`src/rtl/regfile_wb_arbiter.sv`:
```
// Register-file write-port arbiter.
// Port A (pipeline writeback) always wins. Port B (long-latency results) is
// queued in a small FIFO and drains whenever A is idle. A starvation counter
// and a full FIFO raise stall_req so that the pipeline inserts a bubble.
// A busy scoreboard tracks registers that have long-latency writes pending.
//
// Handshake on B: a transfer happens on a rising edge where b_valid && b_ready.
// b_ready comes from the registered FIFO count only, so a full FIFO refuses
// data even in a cycle where it also pops.
module regfile_wb_arbiter #(
   parameter int DATA_W     = 32,
   parameter int ADDR_W     = 5,
   parameter int DEPTH      = 4,
   parameter int STARVE_MAX = 8
) (
   input  logic              clk,
   input  logic              rst,
   input  logic              a_valid,
   input  logic [ADDR_W-1:0] a_dest,
   input  logic [DATA_W-1:0] a_data,
   input  logic              b_valid,
   output logic              b_ready,
   input  logic [ADDR_W-1:0] b_dest,
   input  logic [DATA_W-1:0] b_data,
   input  logic              iss_en,
   input  logic [ADDR_W-1:0] iss_dest,
   input  logic [ADDR_W-1:0] src1,
   input  logic [ADDR_W-1:0] src2,
   output logic              hz1,
   output logic              hz2,
   output logic              stall_req,
   output logic              rf_we,
   output logic [ADDR_W-1:0] rf_dest,
   output logic [DATA_W-1:0] rf_wval,
   output logic              err_reissue
);

   localparam int PW = $clog2(DEPTH);
   localparam int CW = $clog2(DEPTH + 1);
   localparam int SW = $clog2(STARVE_MAX + 1);
   localparam int NREG = 2 ** ADDR_W;

   logic [DATA_W-1:0] fifo_data [DEPTH];
   logic [ADDR_W-1:0] fifo_dest [DEPTH];
   logic [PW-1:0]     wr_ptr, rd_ptr;
   logic [CW-1:0]     count, count_nxt;
   logic [SW-1:0]     starve_cnt, starve_nxt;
   logic [NREG-1:0]   busy, busy_nxt;
   logic              rf_from_b;

   logic fifo_empty, fifo_full, a_req, push, pop, clr_hit, err_set, stall_nxt;

   // Arbitration, FIFO bookkeeping and starvation tracking for this cycle.
   always_comb begin
      fifo_empty = (count == '0);
      fifo_full  = (count == CW'(DEPTH));
      a_req      = a_valid && (a_dest != '0);
      push       = b_valid && !fifo_full && (b_dest != '0);
      pop        = !a_req && !fifo_empty;

      count_nxt = count;
      case ({push, pop})
         2'b10:   count_nxt = count + CW'(1);
         2'b01:   count_nxt = count - CW'(1);
         default: count_nxt = count;
      endcase

      // Only a cycle where A wins over a waiting head counts as a loss.
      starve_nxt = '0;
      if (a_req && !fifo_empty)
         starve_nxt = (starve_cnt == SW'(STARVE_MAX)) ? starve_cnt : starve_cnt + SW'(1);

      stall_nxt = (starve_nxt >= SW'(STARVE_MAX - 1)) || (count_nxt == CW'(DEPTH));
   end

   // Busy scoreboard update: FIFO-path commits clear, issues set (set wins).
   always_comb begin
      busy_nxt = busy;
      clr_hit  = rf_we && rf_from_b;
      if (clr_hit)
         busy_nxt[rf_dest] = 1'b0;
      if (iss_en && (iss_dest != '0))
         busy_nxt[iss_dest] = 1'b1;
      // Re-issue to a register whose pending write commits this very edge is legal.
      err_set = iss_en && (iss_dest != '0) && busy[iss_dest] &&
                !(clr_hit && (rf_dest == iss_dest));
   end

   assign b_ready = !fifo_full;
   assign hz1     = (src1 != '0) && busy[src1];
   assign hz2     = (src2 != '0) && busy[src2];

   // FIFO storage; contents are don't-care while count says the slot is empty.
   always_ff @(posedge clk) begin
      if (push) begin
         fifo_data[wr_ptr] <= b_data;
         fifo_dest[wr_ptr] <= b_dest;
      end
   end

   // Control state and the registered write port.
   always_ff @(posedge clk) begin
      if (rst) begin
         wr_ptr      <= '0;
         rd_ptr      <= '0;
         count       <= '0;
         starve_cnt  <= '0;
         busy        <= '0;
         stall_req   <= 1'b0;
         rf_we       <= 1'b0;
         rf_dest     <= '0;
         rf_wval     <= '0;
         rf_from_b   <= 1'b0;
         err_reissue <= 1'b0;
      end else begin
         if (push) wr_ptr <= wr_ptr + PW'(1);
         if (pop)  rd_ptr <= rd_ptr + PW'(1);
         count       <= count_nxt;
         starve_cnt  <= starve_nxt;
         busy        <= busy_nxt;
         stall_req   <= stall_nxt;
         err_reissue <= err_reissue || err_set;
         if (a_req) begin
            rf_we     <= 1'b1;
            rf_dest   <= a_dest;
            rf_wval   <= a_data;
            rf_from_b <= 1'b0;
         end else if (pop) begin
            rf_we     <= 1'b1;
            rf_dest   <= fifo_dest[rd_ptr];
            rf_wval   <= fifo_data[rd_ptr];
            rf_from_b <= 1'b1;
         end else begin
            rf_we     <= 1'b0;
            rf_from_b <= 1'b0;
         end
      end
   end

endmodule

```
`config.mk`:
```
export PLATFORM = sky130hd
export DESIGN_NAME = regfile_wb_arbiter
export DESIGN_NICKNAME = d
export VERILOG_FILES = /design/src/rtl/regfile_wb_arbiter.sv
export SDC_FILE = /design/constraint.sdc
export NUM_CORES = 1
export LEC_CHECK = 0
export BUFFER_PORTS_ARGS = -buffer_cell sky130_fd_sc_hd__buf_2
export CAP_MARGIN = 20
export CELL_PAD_IN_SITES_DETAIL_PLACEMENT = 1
export CELL_PAD_IN_SITES_GLOBAL_PLACEMENT = 1
export CORE_ASPECT_RATIO = 0.75
export CORE_MARGIN = 2
export CORE_UTILIZATION = 30
export CTS_CLUSTER_DIAMETER = 30
export CTS_CLUSTER_SIZE = 28
export DETAILED_ROUTE_END_ITERATION = 12
export GPL_TIMING_DRIVEN = 0
export PLACE_DENSITY = 0.52
export SLEW_MARGIN = 5
export SYNTH_ARGS = -nofsm -noshare
export SYNTH_HDL_FRONTEND = slang
export SYNTH_SLANG_ARGS = --single-unit
```
`constraint.sdc`:
```
create_clock -name clk -period 3.4 [get_ports clk]
set_clock_uncertainty 0.05 [all_clocks]
set_input_delay 0.34 -clock clk [delete_from_list [all_inputs] [get_ports clk]]
set_output_delay 0.34 -clock clk [all_outputs]
set_load 0.02 [all_outputs]
```
# --- After elaboration in Yosys (flattened, before gate mapping) ---
# Memories as Yosys holds them, arrays and structs flattened. A register that Yosys moved wholly into a read port is not among the register bits.
# Index checks and enable logic that the tools add are counted.
classes:
  add_sub_neg: 5
  mul: 0
  n_div: 0
  magnitude_cmp: 7
  n_eq_ne: 6
  shifts: 0
  n_mux: 27
  bitwise_logic: 3
  n_reduce_logical: 28
ops:
  columns: ["op", "n"]
  rows:
  - ["$mux 32", 4]
  - ["$and 32x32->32", 1]
  - ["$not 32->32", 1]
  - ["$or 32x32->32", 1]
  - ["$reduce_bool 5->1", 5]
  - ["$lt 5x6->1 const B", 4]
  - ["$bmux 1 s5", 3]
  - ["$logic_and 1x1->1", 14]
  - ["$demux 1 s5", 2]
  - ["$ge 5x1->1 const B", 2]
  - ["$mux 5", 2]
  - ["$mux 1", 9]
  - ["$mux 2", 4]
  - ["$mux 4", 2]
  - ["$eq 3x3->1 const B", 2]
  - ["$pmux 3 s2", 1]
  - ["$eq 5x5->1", 1]
  - ["$add 2x1->2 const B", 2]
  - ["$add 4x1->4 const B", 1]
  - ["$eq 4x4->1 const B", 1]
  - ["$ge 4x3->1 const B", 1]
  - ["$logic_not 1->1", 4]
  - ["$add 3x1->3 const B", 1]
  - ["$logic_not 3->1", 1]
  - ["6 further kinds", 7]
word_totals:
  regBits: 84
  latch_bits: 0
  mem_bits_rw: 148
  rom_bits: 0
  in_bits: 94
  word_cells: 89
  n_memories: 2
mem_list:
  columns: ["name", "depth", "width", "read_ports", "rd_clocked_by_memory_dff", "wr", "line_no", "text"]
  rows:
  - ["fifo_data", 4, 32, 1, 1, 1, "43", "logic [DATA_W-1:0] fifo_data [DEPTH];"]
  - ["fifo_dest", 4, 5, 1, 1, 1, "44", "logic [ADDR_W-1:0] fifo_dest [DEPTH];"]

# --- Depth between registers and ports, before layout ---
depth:
  word_depth: 9
  depth_mapped: 11
  depth_no_buf: 11

# --- Worst setup path before layout ---
# No wires, ideal clock.
synth_path:
  path_type: "input to register"
  from: "input port a_dest[0]"
  to: "register stall_req"
  arrival_ns: 2.547
  required_ns: 3.291
  slack_ns: 0.744
  cell_stages: 10
  path_buffers: 0
  path_cell_list: "or4_1 -> o21ai_1 -> and2_1 -> ha_1 -> inv_1 -> fa_1 -> xor2_1 -> or3_1 -> a21oi_1 -> a22o_1"
synth_between:
  elab_chain_cells: 8
  word_cells_on_any_way: 12
  classes_between: "order compare (1); eq/ne (3); mux (2); reduce/logical (6)"
synth_lines:
  columns: ["item", "line_no", "text"]
  rows:
  - ["start: declaration", "19", "input logic [ADDR_W-1:0] a_dest,"]
  - ["$reduce_bool 5->1 *", "57", "a_req = a_valid && (a_dest != '0);"]
  - ["$logic_and 1x1->1 *", "57", null]
  - ["$logic_not 1->1 *", "59", "pop = !a_req && !fifo_empty;"]
  - ["$logic_and 1x1->1 *", "59", null]
  - ["via pop", "51", "logic fifo_empty, fifo_full, a_req, push, pop, clr_hit, err_set, stall_nxt;"]
  - ["$eq 2x1->1 or $eq 2x2->1 (tied branches)", "62", "case ({push, pop})"]
  - ["$pmux 3 s2 *", "62", null]
  - ["$eq 3x3->1 *", "73", "stall_nxt = (starve_nxt >= SW'(STARVE_MAX - 1)) || (count_nxt == CW'(DEPTH));"]
  - ["$logic_or 1x1->1 *", "73", null]
  - ["end signal: assignment", "121", "stall_req <= stall_nxt;"]
  - ["end: declaration", "31", "output logic stall_req,"]
# Mark *: on every way through the listed nets, which the timed path passes. The rest lies on a longest branch.
# A chain may end at the register's enable or synchronous reset.

# --- Worst setup path after layout ---
layout_path:
  from: "input port b_dest[0]"
  to: "register stall_req"
layout_between:
  elab_chain_cells: 6
  word_cells_on_any_way: 7
  classes_between: "eq/ne (3); mux (1); reduce/logical (3)"
layout_lines:
  columns: ["item", "line_no", "text"]
  rows:
  - ["start: declaration", "23", "input logic [ADDR_W-1:0] b_dest,"]
  - ["$reduce_bool 5->1 *", "58", "push = b_valid && !fifo_full && (b_dest != '0);"]
  - ["$logic_and 1x1->1 *", "58", null]
  - ["$eq 2x1->1 or $eq 2x2->1 (tied branches)", "62", null]
  - ["$pmux 3 s2 *", "62", null]
  - ["$eq 3x3->1 *", "73", null]
  - ["$logic_or 1x1->1 *", "73", null]
# Mark *: on every way between the ends. The rest lies on a longest branch, timed or not.

==> qor.yml <==
status:
  outcome: "finished clean"
sta:
  fin_tns_setup_ns: 0
  slew_violations: 0
  final_hold_viol_count: 0
  rsz0062_at_grt: "no"
  setup_violations: 0
  worst_slew_margin_rel: 0.422
  min_period_ns: 3.08
  fin_crit_sh: 0.906
  worst_slew_pin_slew_ns: 0.864
  fmax_mhz: 325
critical_path:
  timing.rr.end: "stall_req"
  cp.required_ns: 3.83
  reg2reg_from: "count[0]"
  worstSetupStartpointType: "primary input"
  crit_type: "primary input to flop"
  reg2regPathDepth: 10
  cp-end-kind: "flop"
  reg2reg_slack_ns: 0.82
  cp_max_fo: 7
  cp.arrival_ns: 3.51
routing:
  drt-initial-drc-count: 419
  routed_via_density: 4.87
  via_count: 7021
  dr.pass1.iters: 6
  routed_wirelength_um: 29400
  detail-route-antenna-nets: 0
  drc: 0
  wl_per_cell_um: 20.4
worst_hold_path:
  whs_endpoint: "rf_wval[18]"
  hold_start: "a_data[18]"
  hp-class: "primary input to flop"
  hold_depth: 3
logic_synthesis:
  ys_warn_count: 0
  yosys.area.top_type: "edfxtp_1"
  syn_area_per_cell_sq_um: 13.4
  synth.distinct_cells: 41
  syn-instance-count: 733
  netlist_area_sq_um: 9850
  post-synth-top-count-cell: "edfxtp_1"
  synth_top_area_frac: 0.451
  async_reset_ff_frac: 0
  syn_nets: 835
  ys_top_cells_by_area: "edfxtp_1 (45%), dfxtp_1 (17%), mux4_2 (13%), nand2_1 (4.5%), a311oi_1 (3.1%)"
  synth_flop_cell: "edfxtp_1"
  synth_seq_cells: 234
  ys_seq_area_frac: 0.626
  synth_common_cells: "edfxtp_1 (148), nand2_1 (119), dfxtp_1 (86)"
  synth_edf_count: 148
placement:
  place.gp.congestion: 0.785
  placedCellCount: 1310
  dp_hpwl_um: 20000
  port_buffers: 131
global_route:
  grt_pass1_vias: 7671
  grt_pass1_wl_um: 45900
  grt_max_degree: 30
  grt_overflow: 0
  grt_use_total: 0.178
  antenna_found_initial: 3
clock_network:
  cts.htree.levels: 2
  clk_latency_ns: 0.55
  cts_buffer_depth: 3
  cts_num_sinks: 234
  cts_setup_buffers: 0
  path_clk_slew_ns: 0.05
  cts-resized-gates: 0
  clockRootBuffer: "clkbuf_16"
  numCtsBuffers: 49
  tritoncts: "done"
  hold_buffers: 37
die:
  io_pins: 137
  initial_utilization: 0.304
  die_w_um: 213
  dieArea_sq_um: 34300
  rows: 57
  die_h_um: 161
  coreArea_sq_um: 32400
final_layout:
  fin_nets: 1058
  syn_to_final_growth_pct: 34.4
  drive_gt1_frac: 0.318
  instances_no_fill: 1442
pwr:
  cellLeakagePower_nw: 4.79
  power_density_nw_per_um2: 789
  total_power_w: 0.0104
  peakVddDrop_v: 0.000436
job:
  drv_cap: 0
## metal layers
metal | wire length, um | GRT usage | part of all wire
met2 | 13100 | 0.265 | 0.44
met5 | 0 | 0 | 0
met1 | 14600 | 0.260 | 0.50
met4 | 537 | 0.0556 | 0.018
met3 | 1230 | 0.0358 | 0.042
## stage by stage
stage / area, sq um / hold WS (ns) / utilization / worst slack, ns
after floorplan: 9850 / 0.389 / - / 0.744
after global placement: 11100 / 0.416 / 0.342 / 0.134
after detailed placement: 11100 / 0.420 / 0.344 / 0.258
after CTS: 13200 / 0.00542 / 0.409 / 0.313
after global routing: 13200 / 0.0148 / 0.409 / 0.123
final: 13200 / 0.0264 / 0.409 / 0.321
## how the worst max path moves through the flow
stage | startpoint | to | cells after the start
final | b_dest[0] | stall_req | 12
after global routing | b_dest[0] | stall_req | 12
after CTS | b_dest[0] | stall_req | 12
after detailed placement | a_dest[0] | stall_req | 11
after global placement | count[0] | fifo_data[0][20] | 4
after floorplan | a_dest[0] | stall_req | 10
## area by class of cell
class / instances / area, sq um
Sequential cell: 234 / 6170
Timing Repair Buffer: 172 / 1110
Buffer: 50 / 225
Inverter: 14 / 52.6
Multi-Input combinational cell: 435 / 3420
Tap cell: 442 / 553
Clock inverter: 32 / 330
Antenna cell: 3 / 7.51
Fill cell: 3443 / 19100
Clock buffer: 60 / 1380
## cells by family (layout without fill, tap and decap cells)
logic type / after synthesis / in the layout / synth area share
flip-flops: 234 / 234 / 0.626
XOR/XNOR: 10 / 10 / 0.00889
adder cells (fa/ha/maj): 8 / 8 / 0.0109
AND/OR/NAND/NOR: 218 / 218 / 0.0953
AO/OA/AOI/OAI: 126 / 126 / 0.0827
multiplexers: 73 / 73 / 0.148
other: 0 / 3 / 0
buffers and inverters: 64 / 328 / 0.0282
## worst max-delay path, stage by stage
cell and delay (ns):
dlygate4sd3_1 0.55, buf_2 0.16, or4_1 0.58, o211a_1 0.33, inv_1 0.11, ha_1 0.18, inv_1 0.06, fa_1 0.37
xor2_1 0.16, or3_1 0.30, a21oi_1 0.20, a22o_1 0.17
## flip-flops by register name (all words and copies together) (netlist names), named ones only
signal,cells
fifo_data,128
busy,32
rf_wval,32
fifo_dest,20
rf_dest,5
starve_cnt,4
count,3
rd_ptr,2
wr_ptr,2
err_reissue,1
rf_from_b,1
rf_we,1
stall_req,1
## cells in the final DEF (no fill, tap or decap), types with 3 or more instances in the layout
master | Yosys | final
edfxtp_1 | 148 | 148
buf_2 | 14 | 145
nand2_1 | 119 | 119
dfxtp_1 | 86 | 86
mux4_2 | 57 | 57
nor2_1 | 53 | 53
clkbuf_16 | 0 | 51
a21oi_1 | 40 | 40
dlygate4sd3_1 | 0 | 37
o21ai_0 | 35 | 35
a311oi_1 | 35 | 35
clkbuf_1 | 30 | 32
inv_1 | 14 | 14
mux2_2 | 12 | 12
or3_1 | 11 | 11
clkinv_2 | 0 | 9
clkinv_4 | 0 | 8
xnor2_1 | 7 | 7
ha_1 | 7 | 7
clkbuf_8 | 0 | 7
nand3_1 | 6 | 6
nor2b_1 | 5 | 5
buf_4 | 5 | 5
nor3b_1 | 6 | 5
and2_2 | 0 | 4
and3_1 | 4 | 4
a22oi_1 | 4 | 4
mux2i_1 | 4 | 4
clkinvlp_4 | 0 | 4
bufinv_16 | 0 | 4
buf_12 | 0 | 4
diode_2 | 0 | 3
xor2_1 | 3 | 3
nand4_1 | 3 | 3
clkinv_1 | 0 | 3
## report_power, final
part	internal, W	total [W]	switching (W)
Sequential	0.00337	0.00353	0.000151
Combinational	0.000829	0.00212	0.00129
Clock	0.00320	0.00480	0.00159
(Power assumes the default switching activity.)
